**config.mk**
```make
export PLATFORM = sky130hd
export DESIGN_NAME = key_debounce_events
export DESIGN_NICKNAME = d
export VERILOG_FILES = /design/src/rtl/key_debounce_pkg.sv /design/src/rtl/key_debounce_ch.sv /design/src/rtl/key_debounce_events.sv
export SDC_FILE = /design/constraint.sdc
export NUM_CORES = 1
export LEC_CHECK = 0
export BUFFER_PORTS_ARGS = -buffer_cell sky130_fd_sc_hd__buf_4
export CAP_MARGIN = 30
export CORE_MARGIN = 2
export CORE_UTILIZATION = 30
export DETAILED_ROUTE_END_ITERATION = 6
export PLACE_DENSITY = 0.46
export RECOVER_POWER = 25
export SLEW_MARGIN = 5
export SYNTH_ARGS = -nofsm -noshare
export SYNTH_HDL_FRONTEND = slang
export SYNTH_HIERARCHICAL = 1
export SYNTH_SLANG_ARGS = --single-unit
```
**constraint.sdc**
```tcl
create_clock -name clk -period 8.56 [get_ports clk]
set_input_delay 1.712 -clock clk [delete_from_list [all_inputs] [get_ports clk]]
set_output_delay 1.712 -clock clk [all_outputs]
set_load 0.03 [all_outputs]
```
**src/rtl/key_debounce_pkg.sv**
```systemverilog
// Shared types and default timing for the push-button conditioning block.
package key_debounce_pkg;

    // Per-channel hold-tracking state.
    typedef enum logic [1:0] {
        ST_IDLE    = 2'd0,
        ST_PRESSED = 2'd1,
        ST_HELD    = 2'd2
    } key_state_e;

    // Default timing for a 50 MHz clock.
    localparam int unsigned DEF_DB_CYCLES     = 500_000;     // 10 ms
    localparam int unsigned DEF_LONG_CYCLES   = 50_000_000;  // 1 s
    localparam int unsigned DEF_REPEAT_CYCLES = 10_000_000;  // 200 ms

endpackage : key_debounce_pkg

```
**src/rtl/key_debounce_ch.sv**
```systemverilog
// One button channel: 2-FF synchroniser, counter debounce, press/hold FSM
// and single-cycle event pulses.
module key_debounce_ch
    import key_debounce_pkg::*;
#(
    parameter bit          ACTIVE_LOW    = 1'b1,
    parameter int unsigned DB_CYCLES     = DEF_DB_CYCLES,
    parameter int unsigned LONG_CYCLES   = DEF_LONG_CYCLES,
    parameter int unsigned REPEAT_CYCLES = DEF_REPEAT_CYCLES
) (
    input  logic clk,
    input  logic reset_n,
    input  logic key_raw,
    output logic pressed,
    output logic press_pulse,
    output logic release_pulse,
    output logic long_pulse,
    output logic repeat_pulse
);

    localparam int unsigned DB_W   = $clog2(DB_CYCLES + 1);
    localparam int unsigned HOLD_W = $clog2(LONG_CYCLES);
    localparam int unsigned RPT_W  = $clog2(REPEAT_CYCLES);

    // Raw pin level while the button is not pressed.
    localparam logic REL_LVL = ACTIVE_LOW;

    localparam logic [DB_W-1:0]   DB_LAST   = DB_W'(DB_CYCLES - 1);
    localparam logic [HOLD_W-1:0] HOLD_LAST = HOLD_W'(LONG_CYCLES - 1);
    localparam logic [RPT_W-1:0]  RPT_LAST  = RPT_W'(REPEAT_CYCLES - 1);

    logic              sync1_q, sync1_d;
    logic              sync2_q, sync2_d;
    logic              norm;
    logic              accept;
    logic [DB_W-1:0]   db_cnt_q, db_cnt_d;
    logic              pressed_q, pressed_d;
    key_state_e        state_q, state_d;
    logic [HOLD_W-1:0] hold_cnt_q, hold_cnt_d;
    logic [RPT_W-1:0]  rpt_cnt_q, rpt_cnt_d;
    logic              press_pulse_q, press_pulse_d;
    logic              release_pulse_q, release_pulse_d;
    logic              long_pulse_q, long_pulse_d;
    logic              repeat_pulse_q, repeat_pulse_d;

    // Next-state logic: synchroniser shift, debounce counter and hold FSM.
    always_comb begin
        // NOTE: every variable assigned here gets a default first, so no path
        // leaves one unassigned and no latch is inferred.
        sync1_d         = key_raw;
        sync2_d         = sync1_q;
        norm            = sync2_q ^ ACTIVE_LOW;
        accept          = 1'b0;
        db_cnt_d        = db_cnt_q;
        pressed_d       = pressed_q;
        state_d         = state_q;
        hold_cnt_d      = hold_cnt_q;
        rpt_cnt_d       = rpt_cnt_q;
        press_pulse_d   = 1'b0;
        release_pulse_d = 1'b0;
        long_pulse_d    = 1'b0;
        repeat_pulse_d  = 1'b0;

        // Count consecutive cycles where the synchronised level disagrees
        // with the accepted level; any agreement restarts the count.
        if (norm == pressed_q) begin
            db_cnt_d = '0;
        end else if (db_cnt_q == DB_LAST) begin
            accept    = 1'b1;
            pressed_d = norm;
            db_cnt_d  = '0;
        end else begin
            db_cnt_d = db_cnt_q + 1'b1;
        end

        // The FSM is IDLE exactly when pressed_q is 0, so an acceptance in
        // IDLE is a press and one in PRESSED/HELD is a release. A release
        // takes priority over a coincident long/repeat terminal count.
        case (state_q)
            ST_IDLE: begin
                if (accept) begin
                    press_pulse_d = 1'b1;
                    hold_cnt_d    = '0;
                    state_d       = ST_PRESSED;
                end
            end
            ST_PRESSED: begin
                if (accept) begin
                    release_pulse_d = 1'b1;
                    state_d         = ST_IDLE;
                end else if (hold_cnt_q == HOLD_LAST) begin
                    long_pulse_d = 1'b1;
                    rpt_cnt_d    = '0;
                    state_d      = ST_HELD;
                end else begin
                    hold_cnt_d = hold_cnt_q + 1'b1;
                end
            end
            ST_HELD: begin
                if (accept) begin
                    release_pulse_d = 1'b1;
                    state_d         = ST_IDLE;
                end else if (rpt_cnt_q == RPT_LAST) begin
                    repeat_pulse_d = 1'b1;
                    rpt_cnt_d      = '0;
                end else begin
                    rpt_cnt_d = rpt_cnt_q + 1'b1;
                end
            end
            default: begin
                state_d = ST_IDLE;
            end
        endcase
    end

    // State registers with synchronous active-low reset to the released condition.
    always_ff @(posedge clk) begin
        // NOTE: sequential state uses non-blocking assignments so every flop
        // samples the pre-edge values regardless of statement order.
        if (!reset_n) begin
            sync1_q         <= REL_LVL;
            sync2_q         <= REL_LVL;
            db_cnt_q        <= '0;
            pressed_q       <= 1'b0;
            state_q         <= ST_IDLE;
            hold_cnt_q      <= '0;
            rpt_cnt_q       <= '0;
            press_pulse_q   <= 1'b0;
            release_pulse_q <= 1'b0;
            long_pulse_q    <= 1'b0;
            repeat_pulse_q  <= 1'b0;
        end else begin
            sync1_q         <= sync1_d;
            sync2_q         <= sync2_d;
            db_cnt_q        <= db_cnt_d;
            pressed_q       <= pressed_d;
            state_q         <= state_d;
            hold_cnt_q      <= hold_cnt_d;
            rpt_cnt_q       <= rpt_cnt_d;
            press_pulse_q   <= press_pulse_d;
            release_pulse_q <= release_pulse_d;
            long_pulse_q    <= long_pulse_d;
            repeat_pulse_q  <= repeat_pulse_d;
        end
    end

    assign pressed       = pressed_q;
    assign press_pulse   = press_pulse_q;
    assign release_pulse = release_pulse_q;
    assign long_pulse    = long_pulse_q;
    assign repeat_pulse  = repeat_pulse_q;

endmodule : key_debounce_ch

```
**src/rtl/key_debounce_events.sv**
```systemverilog
// Push-button conditioning between the KEY pins and the push_button PIO:
// N_CH independent debounce channels plus the raw-polarity level for the PIO.
module key_debounce_events
    import key_debounce_pkg::*;
#(
    parameter int unsigned N_CH          = 1,
    parameter bit          ACTIVE_LOW    = 1'b1,
    parameter int unsigned DB_CYCLES     = DEF_DB_CYCLES,
    parameter int unsigned LONG_CYCLES   = DEF_LONG_CYCLES,
    parameter int unsigned REPEAT_CYCLES = DEF_REPEAT_CYCLES
) (
    input  logic            clk,
    input  logic            reset_n,
    input  logic [N_CH-1:0] key_raw,
    output logic [N_CH-1:0] pressed,
    output logic [N_CH-1:0] pressed_pio,
    output logic [N_CH-1:0] press_pulse,
    output logic [N_CH-1:0] release_pulse,
    output logic [N_CH-1:0] long_pulse,
    output logic [N_CH-1:0] repeat_pulse
);

    for (genvar i = 0; i < int'(N_CH); i++) begin : g_ch
        key_debounce_ch #(
            .ACTIVE_LOW    (ACTIVE_LOW),
            .DB_CYCLES     (DB_CYCLES),
            .LONG_CYCLES   (LONG_CYCLES),
            .REPEAT_CYCLES (REPEAT_CYCLES)
        ) u_ch (
            .clk           (clk),
            .reset_n       (reset_n),
            .key_raw       (key_raw[i]),
            .pressed       (pressed[i]),
            .press_pulse   (press_pulse[i]),
            .release_pulse (release_pulse[i]),
            .long_pulse    (long_pulse[i]),
            .repeat_pulse  (repeat_pulse[i])
        );
    end

    // The PIO sees the debounced level in the pin's own polarity.
    assign pressed_pio = pressed ^ {N_CH{ACTIVE_LOW}};

endmodule : key_debounce_events

```
Word level (Yosys, flattened, before mapping). Cells that the tools add are included.

Add/subtract/negate cells: 3. Eq/ne operators: 13. Bitwise operators: 6. Reductions and logical operators: 13. Multiplexer cells: 19.

Operators with widths (count): 24-bit 2-to-1 mux (4); 26-bit 2-to-1 mux (3); 26-bit one-hot mux with 2 select lines (1); 24-bit one-hot mux with 2 select lines (1); 26-bit by 1-bit adder with 26-bit output (second input constant) (1); 26-bit == test (second input constant) (1); 24-bit by 1-bit adder with 24-bit output (second input constant) (1); 24-bit == test (second input constant) (1); 19-bit by 1-bit adder with 19-bit output (second input constant) (1); 19-bit == test (second input constant) (1); 3-bit OR reduction (3); 2-bit 2-to-1 mux (4); 4-bit AND reduction (2); 2-bit by 1-bit inequality test with 1-bit output (second input constant) (3); 2-bit inequality test (second input constant) (3); 1-bit inverter (6); 2-bit one-hot mux with 3 select lines (1); 2-bit AND reduction (3); 1-bit 2-to-1 mux (5); 2-bit nonzero test (2); 3-bit by 1-bit inequality test with 1-bit output (second input constant) (1); 3-bit AND reduction (1); 2-bit by 1-bit == test with 1-bit output (second input constant) (1); 2-bit == test (second input constant) (1); 3 further kinds (3).

Register bits: 78. Output and inout port bits: 6. Input port bits: 3.

Logic depth before layout (Yosys ltp). Gate-level depths: netlist of run 1.

Word-level depth: 5. Depth in mapped cells: 11. Depth with buffers taken out: 7.

Cells and area by module. The synthesis of run 1 kept the hierarchy.

Modules (own cells, without submodules): key_debounce_ch (area each 3931.3 sq um, instances 1, cells an instance 492); key_debounce_events (area each 3.8 sq um, instances 1, cells an instance 1).

Least setup slack after synthesis of run 1. No wires, ideal clock.

Path type: input to register. Start: in reset_n. End: reg g_ch[0].u_ch.hold_cnt_q[16]. Path buffers: 1. Data required time: 8.473 ns. Stages: 5. Arrival: 3.121 ns. Setup slack: 5.352 ns. Path through: clkbuf_1 -> nand2_1 -> or4_1 -> or4_1 -> o31ai_1.

RTL lines: start, declared (line key_debounce_events.sv:13) `input logic reset_n,`; end signal, assigned (line key_debounce_ch.sv:138) `hold_cnt_q <= hold_cnt_d;`; end, declared (line key_debounce_ch.sv:39) `logic [HOLD_W-1:0] hold_cnt_q, hold_cnt_d;`.

==> key figures, run 1 <==
Global route
  – Total Routing Usage GR: 14.58%
  – Largest net degree at the start of global routing: 28
  – First-pass GRT wire length: 16800 µm
  – Vias in the first global route: 3353
  – Total gr overflow: 0
  – Initial antenna violation count: 0

Route
  – TritonRoute pass-1 iters: 4
  – DR iter-0 viols: 238
  – DR vias/cell: 5.309
  – Met1 WL: 4929 µm
  – DR WL/cell: 14.75 µm
  – Vias: 3536
  – Max Used Layer: met4
  – Final wirelength: 9826 µm
  – DRC violations left: 0
  – Metal3 WL: 310 µm
  – WL met2: 4468 µm
  – Antenna-violating nets left: 0

Final layout
  – Commonest non-fill, non-tap cell in the layout: dfxtp_1
  – # diodes: 0
  – # nets final: 498
  – Area grow syn2layout: 11.99%
  – Share of layout cells above drive strength 1: 5.061%
  – Most frequent cells in the layout: dfxtp_1 (78), nor2_1 (45), a21oi_1 (40)

Setup path
  – CP Data Required Time: 8.81 ns
  – WS Path Type: input port to flip-flop
  – CP Launch Type: input port
  – R2r worst-path depth: 7
  – Crit-path max FO: 25
  – CP Capture Type: flip-flop
  – Arr. time, crit path: 4.74 ns

Timing
  – Final Skew: 0.008134 ns
  – Setup-failing EPs final: 0
  – Worst-margin pin slew: 1.206 ns
  – Maximum achievable frequency: 0.2228 GHz
  – Setup TNS: 0 ns
  – Slew Viols, Final: 0
  – Final hold violation count: 0
  – Final Cycle Share: 52.43%
  – Unrepaired setup endpoints after global routing: false
  – Rel. slew slack: 19.59%
  – Post-route minimum period: 4.488 ns

Synth
  – Seq/Total Area, Yosys: 39.68%
  – Synth warn: 6
  – Fraction of registers with async set/reset: 0%
  – Cell taking the most area after synthesis: dfxtp_1
  – Post-Syn Area: 0.003935 mm²
  – Post-synth EDFFs: 0
  – Main synth FF type: dfxtp_1
  – Post-synthesis sequential element count: 78
  – Synthesized instance count: 493
  – Synth cell types: 55
  – Ranking of synthesized cells by area: dfxtp_1 (40%), a21oi_1 (5.1%), nor2_1 (4.3%)
  – Net Count, Synth: 502
  – Avg Cell Area, Syn: 7.982 µm²
  – Share of the synthesized area in the top cell type: 39.68%

Clocking
  – Hold_buf cts: 0
  – Clock Latency Late Sink: 0.35 ns
  – Resized cells post-CTS: 0
  – Setup bufs post-CTS: 0
  – Worst-path clk slew: 0.06 ns
  – Maximum root-to-sink buffer count: 2
  – Root Driver: clkbuf_16
  – Inserted Clock Buffers: 9
  – H-tree Lvls: 3
  – CTS Sinks: 78
  – CTS tree: built

Power
  – Leak: 1.436 nW
  – P per Cell Area: 172.2 mW/mm²
  – Comb power frac: 1.2%
  – Int Pwr: 0.6009 mW
  – Max rail drop VDD: 0.08755 mV
  – Total Power: 0.7589 mW
  – Switching power: 0.1580 mW
  – Clk pwr share: 50.8%
  – Sw Share: 20.82%
  – Reg power frac: 48.0%

Floorplan
  – Core ar.: 0.01272 mm²
  – Die Ht: 118.5 µm
  – Die ar.: 0.01405 mm²
  – FP Rows: 41
  – IO Count: 9
  – Die X: 118.5 µm
  – Starting Density: 30.93%

Hold path
  – Hold WC Path Type: flip-flop to flip-flop
  – Hold depth: 1

Placed design
  – RePlAce Congestion: 0.7827
  – Final HPWL DP: 6648 µm
  – Port bufs: 8

Flow run
  – Max cap viols: 0

Run status
  – Status: complete, no violations
cells in the mapped netlist (2+ instances only):
cell type	instances
xor2_1	14
dfxtp_1	78
a21oi_1	40
clkbuf_1	21
and2_1	5
or4_1	12
and3_1	17
a31o_1	2
o31ai_1	10
o21a_1	3
buf_6	2
o211ai_1	2
nand2b_1	4
nand4_1	17
a31oi_1	7
o41ai_1	2
nor4_1	5
nand3b_1	3
inv_1	11
and4_1	6
nor3_1	13
nand2_1	38
and4b_1	2
nor4bb_1	2
nor2_1	45
buf_2	2
ha_1	6
nor4b_1	5
nand3_1	28
a211oi_1	2
or3_1	12
o21ai_0	29
o41a_1	2
a41o_1	2
o21ai_1	24
path summary, 6_finish.rpt:
path	startpoint	end	slack (ns)
hold / removal	g_ch[0].u_ch/sync1_q$_SDFF_PN1_	g_ch[0].u_ch/sync2_q$_SDFF_PN1_	0.42
hold reg to reg	g_ch[0].u_ch/sync1_q$_SDFF_PN1_	g_ch[0].u_ch/sync2_q$_SDFF_PN1_	0.42
setup / recovery	reset_n	g_ch[0].u_ch/hold_cnt_q[16]$_SDFFE_PN0P_	4.07
setup reg to reg	g_ch[0].u_ch/hold_cnt_q[1]$_SDFFE_PN0P_	g_ch[0].u_ch/rpt_cnt_q[23]$_SDFFE_PN0P_	5.07
per-stage QoR:
| step | worst slack [ns] | instance area [µm²] | hold WS (ns) | util (%) | cells |
|---|---|---|---|---|---|
| final | 4.072 | 4407 | 0.4217 | 34.64 | 666 |
| after global routing | 3.777 | 4407 | 0.4575 | 34.64 | 666 |
| after global placement | 4.615 | 4124 | 0.4082 | 32.42 | 649 |
| after detailed placement | 4.623 | 4131 | 0.4046 | 32.47 | 650 |
| after CTS | 4.952 | 4438 | 0.4304 | 34.88 | 666 |
| after floorplan | 5.352 | 3935 | 0.3863 | - | 493 |
sequential cells by signal, indices dropped and copies added, names as in the netlist, 2 cells and up:
signal	flops
g_ch.u_ch/rpt_cnt_q	24
g_ch.u_ch/hold_cnt_q	26
g_ch.u_ch/state_q	2
g_ch.u_ch/db_cnt_q	19
per-layer routing:
layer | global-route usage (%) | up-vias
met4 | 4.464 | 0
met3 | 4.006 | 10
met2 | 23.10 | 33
met5 | 0 | -
met1 | 19.26 | 1664
li1 | - | 1829
area by class of cell:
class	instances	area, µm²
Tap cell	172	215.2
Inverter	11	41.29
Timing Repair Buffer	11	56.30
Multi-Input combinational cell	378	2226
Clock inverter	2	12.51
Fill cell	1409	8315
Clock buffer	14	294.0
Sequential cell	78	1562
power by group through the flow:
stage | Combinational [mW] | Clock (mW) | Sequential, mW
3_5_place_dp | 0.00992 | 0 | 0.372
6_report | 0.00946 | 0.386 | 0.364
5_1_grt | 0.0107 | 0.413 | 0.364
2_1_floorplan | 0.00649 | 0 | 0.372
3_3_place_gp | 0.00989 | 0 | 0.372
4_1_cts | 0.00996 | 0.398 | 0.364
cell families after synthesis:
logic type	after synthesis	share of synthesized area, %
adder cells (fa/ha/maj)	6	1.908
AND/OR/NAND/NOR	225	31.42
AO/OA/AOI/OAI	132	19.68
buffers and inverters	37	3.975
flip-flops	78	39.68
XOR/XNOR	15	3.339
critical path: stages:
cell and delay [ns]:
clkbuf_1 0.86, nand2_1 0.77, or4_1 0.72, or4_1 0.46, o31ai_1 0.21
(Power assumes the default switching activity.)
==> run 2: changes to the inputs <==
--- a/config.mk
+++ b/config.mk
@@ -10,7 +10,7 @@
 export CORE_MARGIN = 2
 export CORE_UTILIZATION = 30
 export DETAILED_ROUTE_END_ITERATION = 6
-export PLACE_DENSITY = 0.46
+export PLACE_DENSITY = 0.48
 export RECOVER_POWER = 25
 export SLEW_MARGIN = 5
 export SYNTH_ARGS = -nofsm -noshare
==> constraint.sdc (replaced) <==
create_clock -name clk -period 3.7 [get_ports clk]
set_input_delay 0.74 -clock clk [delete_from_list [all_inputs] [get_ports clk]]
set_output_delay 0.74 -clock clk [all_outputs]
set_load 0.03 [all_outputs]
==> run 2 against run 1 <==
Non-clock buffer count increased by 4. Clock skew increased by 0.00093 ns. Sequential power increased by 130%. Wire length decreased by 1.4%. Final cell count increased by 0.60%. Flip-flop and latch count unchanged. Clock-buffer cell count decreased by 4. First-iteration DRC count decreased by 17%. Die area unchanged. Largest cell class unchanged. Largest power group unchanged. Highest routed layer unchanged.
==> key figures, run 2 (synthesized netlist as in run 1, its figures left out) <==
Final layout
  – Max reg flops: 26 (unchanged)
  – Top Registers: g_ch.u_ch/hold_cnt_q: 26 flops, g_ch.u_ch/rpt_cnt_q: 24 flops, g_ch.u_ch/db_cnt_q: 19 flops
  – Commonest non-fill, non-tap cell in the layout: dfxtp_1
  – Most frequent cells in the layout: dfxtp_1 (78), nor2_1 (45), a21oi_1 (40)
  – Area grow syn2layout: 12.24%
  – # diodes: 0 (unchanged)
  – Largest reg by FF count: g_ch.u_ch/hold_cnt_q
  – # nets final: 502 (+0.80%)
  – Share of layout cells above drive strength 1: 5.823% (+0.76 points)

Power
  – P per Cell Area: 387.6 mW/mm² (+130%)
  – Leak: 1.436 nW (about the same)
  – Max rail drop VDD: 0.1569 mV (+79%)

Clocking
  – Resized cells post-CTS: 0 (unchanged)
  – H-tree Lvls: 3 (unchanged)
  – Hold_buf cts: 0 (unchanged)
  – Clock Latency Late Sink: 0.35 ns (about the same)
  – Inserted Clock Buffers: 9 (unchanged)
  – CTS Sinks: 78 (unchanged)
  – Setup bufs post-CTS: 0 (unchanged)
  – Worst-path clk slew: 0.07 ns (about the same)
  – Maximum root-to-sink buffer count: 2 (unchanged)
  – CTS tree: built
  – Root Driver: clkbuf_16

Global route
  – Total Routing Usage GR: 14.53% (-0.054 points)
  – Largest net degree at the start of global routing: 26 (-7.1%)
  – Initial antenna violation count: 0 (unchanged)
  – Vias in the first global route: 3407 (+1.6%)
  – Total gr overflow: 0 (unchanged)
  – First-pass GRT wire length: 16680 µm (-0.74%)

Timing
  – Rel. slew slack: 23.33% (+3.7 points)
  – Hold Slack: 0.4155 ns (-0.006208 ns)
  – Final hold violation count: 0 (unchanged)
  – Final worst slack: 0.5365 ns (-3.535 ns)
  – Worst-margin pin slew: 1.150 ns (-0.05618 ns)
  – Setup TNS: 0 ns (unchanged)
  – Post-route minimum period: 3.164 ns
  – Final Skew: 0.009063 ns (+0.0009283 ns)
  – Unrepaired setup endpoints after global routing: false
  – Final Cycle Share: 85.50%
  – Maximum achievable frequency: 0.3161 GHz
  – Setup-failing EPs final: 0 (unchanged)
  – Slew Viols, Final: 0 (unchanged)

Floorplan
  – Core ar.: 0.01272 mm² (unchanged)
  – FP Rows: 41 (unchanged)
  – Starting Density: 30.93% (unchanged)
  – Die X: 118.5 µm (unchanged)
  – IO Count: 9 (unchanged)
  – Die ar.: 0.01405 mm² (unchanged)
  – Die Ht: 118.5 µm (unchanged)

Route
  – DRC violations left: 0 (unchanged)
  – Vias: 3614 (+2.2%)
  – TritonRoute pass-1 iters: 5 (+1)
  – Final wirelength: 9686 µm (-1.4%)
  – DR vias/cell: 5.394 (+1.6%)
  – DR WL/cell: 14.46 µm (-2.0%)
  – DR iter-0 viols: 197 (-17%)
  – Antenna-violating nets left: 0 (unchanged)

Setup path
  – CP Launch Type: flip-flop
  – CP Capture Type: flip-flop
  – WS Path Type: flip-flop to flip-flop
  – Arr. time, crit path: 3.44 ns (-1.30 ns)
  – Crit-path max FO: 19 (-24%)
  – R2r worst-path depth: 7 (unchanged)
  – CP Data Required Time: 3.98 ns (-4.83 ns)

Hold path
  – Hold WC Path Type: flip-flop to flip-flop
  – Hold depth: 1 (unchanged)

Placed design
  – Final HPWL DP: 6595 µm (-0.80%)
  – Port bufs: 8 (unchanged)
  – Dpl ws: 0.5758 ns (-4.047 ns)
  – RePlAce Congestion: 0.7716 (-1.4%)

Flow run
  – Max cap viols: 0 (unchanged)

Run status
  – Status: complete, no violations
## run 2: layer usage
layer  vias up  part of all wire [%]  GRT usage, %
li1       1840                     -             -
met1      1696                    49         19.13
met2        66                    45         22.99
met3        12                   4.0         2.799
met4         0                   1.9         6.473
met5         -                     0             0
## run 2: through the flow
step                cells  total power [mW]  utilization, %  instance area [µm²]
floorplan             493            0.8752               -                 3935
global route          670             1.772           34.72                 4417
detailed placement    654            0.8839           32.71                 4161
CTS                   670             1.741           34.95                 4447
finish                670             1.712           34.72                 4417
global placement      654            0.8838           32.71                 4161
## run 2: layout make-up
cell class	count	area (µm²)
clock buffer	10	239.0
clock inverter	6	46.29
fill	1400	8305
inverter	11	41.29
multi-input combinational	378	2231
sequential	78	1562
tap	172	215.2
timing repair buffer	15	82.58
## run 2: path summary, 6_finish.rpt
| check | start | end | slack [ns] |
|---|---|---|---|
| worst min-delay path | g_ch[0].u_ch/sync1_q$_SDFF_PN1_ | g_ch[0].u_ch/sync2_q$_SDFF_PN1_ | 0.42 |
| worst min register to register | g_ch[0].u_ch/sync1_q$_SDFF_PN1_ | g_ch[0].u_ch/sync2_q$_SDFF_PN1_ | 0.42 |
| worst max register to register | g_ch[0].u_ch/hold_cnt_q[1]$_SDFFE_PN0P_ | g_ch[0].u_ch/rpt_cnt_q[12]$_SDFFE_PN0P_ | 0.54 |
| worst max-delay path | g_ch[0].u_ch/hold_cnt_q[1]$_SDFFE_PN0P_ | g_ch[0].u_ch/rpt_cnt_q[12]$_SDFFE_PN0P_ | 0.54 |
## run 2: worst max-delay path: stages (launching register included)
cell	delay (ns)
dfxtp_1	0.41
ha_1	0.26
nand3_2	0.10
or2_1	0.33
o41a_1	0.44
or4_1	0.86
or4_1	0.58
o21ai_1	0.09
## run 2: where the power goes
| group | total [mW] | internal (mW) | switching, mW |
|---|---|---|---|
| Combinational | 0.0221 | 0.00430 | 0.0178 |
| Clock | 0.848 | 0.476 | 0.373 |
| Sequential | 0.841 | 0.841 | 0.000662 |
==> run 3: changes to the inputs <==
--- a/config.mk
+++ b/config.mk
@@ -10,7 +10,6 @@
 export CORE_MARGIN = 2
 export CORE_UTILIZATION = 30
 export DETAILED_ROUTE_END_ITERATION = 6
-export PLACE_DENSITY = 0.48
 export RECOVER_POWER = 25
 export SLEW_MARGIN = 5
 export SYNTH_ARGS = -nofsm -noshare
==> run 3 against run 2 <==
Power grew 7.4%. Combinational power shrank 3%. Core utilization increased by 0.34 points. Largest power group unchanged. Final cell count down 0.15%. Clock-buffer cell count unchanged. Sequential power about the same. First-iteration DRC count rose by 59%. Hold slack better by 0.00072 ns. Sequential share of layout area is 0.35 points lower.
==> key figures, run 3 (synthesized netlist as in run 1, its figures left out) <==
Run status
  – Status: complete, no violations

Global route
  – Total Routing Usage GR: 13.60% (-0.93 points)
  – Largest net degree at the start of global routing: 28 (+7.7%)
  – Initial antenna violation count: 0 (unchanged)
  – Vias in the first global route: 3359 (-1.4%)
  – First-pass GRT wire length: 15920 µm (-4.6%)
  – Total gr overflow: 0 (unchanged)

Floorplan
  – FP Rows: 41 (unchanged)
  – Starting Density: 30.93% (unchanged)
  – IO Count: 9 (unchanged)
  – Die Ht: 118.5 µm (unchanged)
  – Die X: 118.5 µm (unchanged)
  – Core ar.: 0.01272 mm² (unchanged)
  – Die ar.: 0.01405 mm² (unchanged)

Setup path
  – CP Launch Type: input port
  – WS Path Type: input port to flip-flop
  – Worst setup startpoint: reset_n
  – RR Startpoint: g_ch[0].u_ch/hold_cnt_q[0]$_SDFFE_PN0P_
  – CP Data Required Time: 3.96 ns (-0.02 ns)
  – Crit-path max FO: 27 (+8)
  – Arr. time, crit path: 3.40 ns (-0.04 ns)
  – CP Capture Type: flip-flop

Route
  – DR iter-0 viols: 313 (+59%)
  – Final wirelength: 9396 µm (-3.0%)
  – TritonRoute pass-1 iters: 5 (unchanged)
  – DRC violations left: 0 (unchanged)
  – Vias: 3631 (+0.47%)
  – Antenna-violating nets left: 0 (unchanged)
  – DR WL/cell: 14.04 µm (-2.8%)
  – DR vias/cell: 5.428 (+0.62%)

Clocking
  – Setup bufs post-CTS: 0 (unchanged)
  – CTS tree: built
  – Maximum root-to-sink buffer count: 2 (unchanged)
  – Resized cells post-CTS: 0 (unchanged)
  – Inserted Clock Buffers: 9 (unchanged)
  – Worst-path clk slew: 0.06 ns (about the same)
  – Clock Latency Late Sink: 0.34 ns (about the same)
  – Hold_buf cts: 0 (unchanged)
  – H-tree Lvls: 3 (unchanged)
  – CTS Sinks: 78 (unchanged)
  – Root Driver: clkbuf_16

Final layout
  – Final cell utilization of the core: 35.06% (+0.34 points)
  – Most frequent cells in the layout: dfxtp_1 (78), nor2_1 (45), a21oi_1 (40)
  – Share of layout cells above drive strength 1: 5.835% (+0.012 points)
  – # nets final: 501 (-0.20%)
  – Max reg flops: 26 (unchanged)
  – Design area: 0.004461 mm² (+0.99%)
  – Top Registers: g_ch.u_ch/hold_cnt_q: 26 flops, g_ch.u_ch/rpt_cnt_q: 24 flops, g_ch.u_ch/db_cnt_q: 19 flops
  – Area grow syn2layout: 13.35%
  – Largest reg by FF count: g_ch.u_ch/hold_cnt_q
  – Commonest non-fill, non-tap cell in the layout: dfxtp_1
  – # diodes: 0 (unchanged)

Hold path
  – Hold_sp: g_ch[0].u_ch/sync1_q$_SDFF_PN1_
  – Hold WC Path Type: flip-flop to flip-flop

Timing
  – Hold Slack: 0.4162 ns (+0.0007240 ns)
  – Final hold violation count: 0 (unchanged)
  – Slew Viols, Final: 0 (unchanged)
  – Final Skew: 0.005685 ns (-0.003378 ns)
  – Setup-failing EPs final: 0 (unchanged)
  – Unrepaired setup endpoints after global routing: false
  – Setup TNS: 0 ns (unchanged)
  – Post-route minimum period: 3.143 ns (-0.02032 ns)
  – Maximum achievable frequency: 0.3181 GHz (+0.65%)
  – Worst-margin pin slew: 1.134 ns (-0.01550 ns)
  – Final Cycle Share: 84.95% (-0.55 points)
  – Rel. slew slack: 24.37% (+1.0 points)

Power
  – Leak: 1.459 nW (+1.6%)
  – P per Cell Area: 412.2 mW/mm² (+6.3%)
  – Max rail drop VDD: 0.2697 mV (+72%)
  – Total Power: 1.839 mW (+7.4%)

Placed design
  – Final HPWL DP: 6234 µm (-5.5%)
  – Port bufs: 8 (unchanged)
  – Dpl cell area: 0.004154 mm² (-0.18%)
  – RePlAce Congestion: 0.8300 (+7.6%)

Flow run
  – Max cap viols: 0 (unchanged)
-- run 3: final cells by class --
type | instances | area, µm²
clock inverter | 6 | 93.84
sequential | 78 | 1562
timing repair buffer | 14 | 78.83
multi-input combinational | 378 | 2231
clock buffer | 10 | 239.0
inverter | 11 | 41.29
tap | 172 | 215.2
fill | 1359 | 8262
-- run 3: where the power goes --
part           switching [mW]  total (mW)  leakage [nW]  internal (mW)
Sequential           0.000620       0.842         0.628          0.841
Clock                   0.362       0.975         0.159          0.614
Combinational          0.0174      0.0215         0.672        0.00410
Total                   0.380        1.84          1.46           1.46
-- run 3: per-layer routing --
metal	track usage [%]	share of wire [%]	vias up
li1	-	-	1827
met1	18.25	49	1700
met2	21.41	45	94
met3	2.654	4.7	10
met4	5.432	1.3	0
met5	0	0	-
-- run 3: worst paths after layout --
path                                              endpoint  slack [ns]  cells past startpoint
setup / recovery  g_ch[0].u_ch/hold_cnt_q[16]$_SDFFE_PN0P_        0.56                      7
hold / removal             g_ch[0].u_ch/sync2_q$_SDFF_PN1_        0.42                      1
setup reg to reg    g_ch[0].u_ch/rpt_cnt_q[5]$_SDFFE_PN0P_        0.56                      7
hold reg to reg            g_ch[0].u_ch/sync2_q$_SDFF_PN1_        0.42                      1
-- run 3: worst max-delay path, cell delays in order --
cell      delay, ns
clkbuf_1       0.81
inv_1          0.73
a41o_1         0.48
a21oi_1        0.14
buf_4          0.27
o21ai_0        0.13
o31ai_1        0.07
-- run 3: per-stage QoR --
| stage | setup WS (ns) | cells |
|---|---|---|
| after floorplan | 0.9249 | 493 |
| after global placement | 0.6678 | 653 |
| after detailed placement | 0.5916 | 653 |
| after CTS | 0.5766 | 669 |
| after global routing | 0.2766 | 669 |
| final | 0.5568 | 669 |
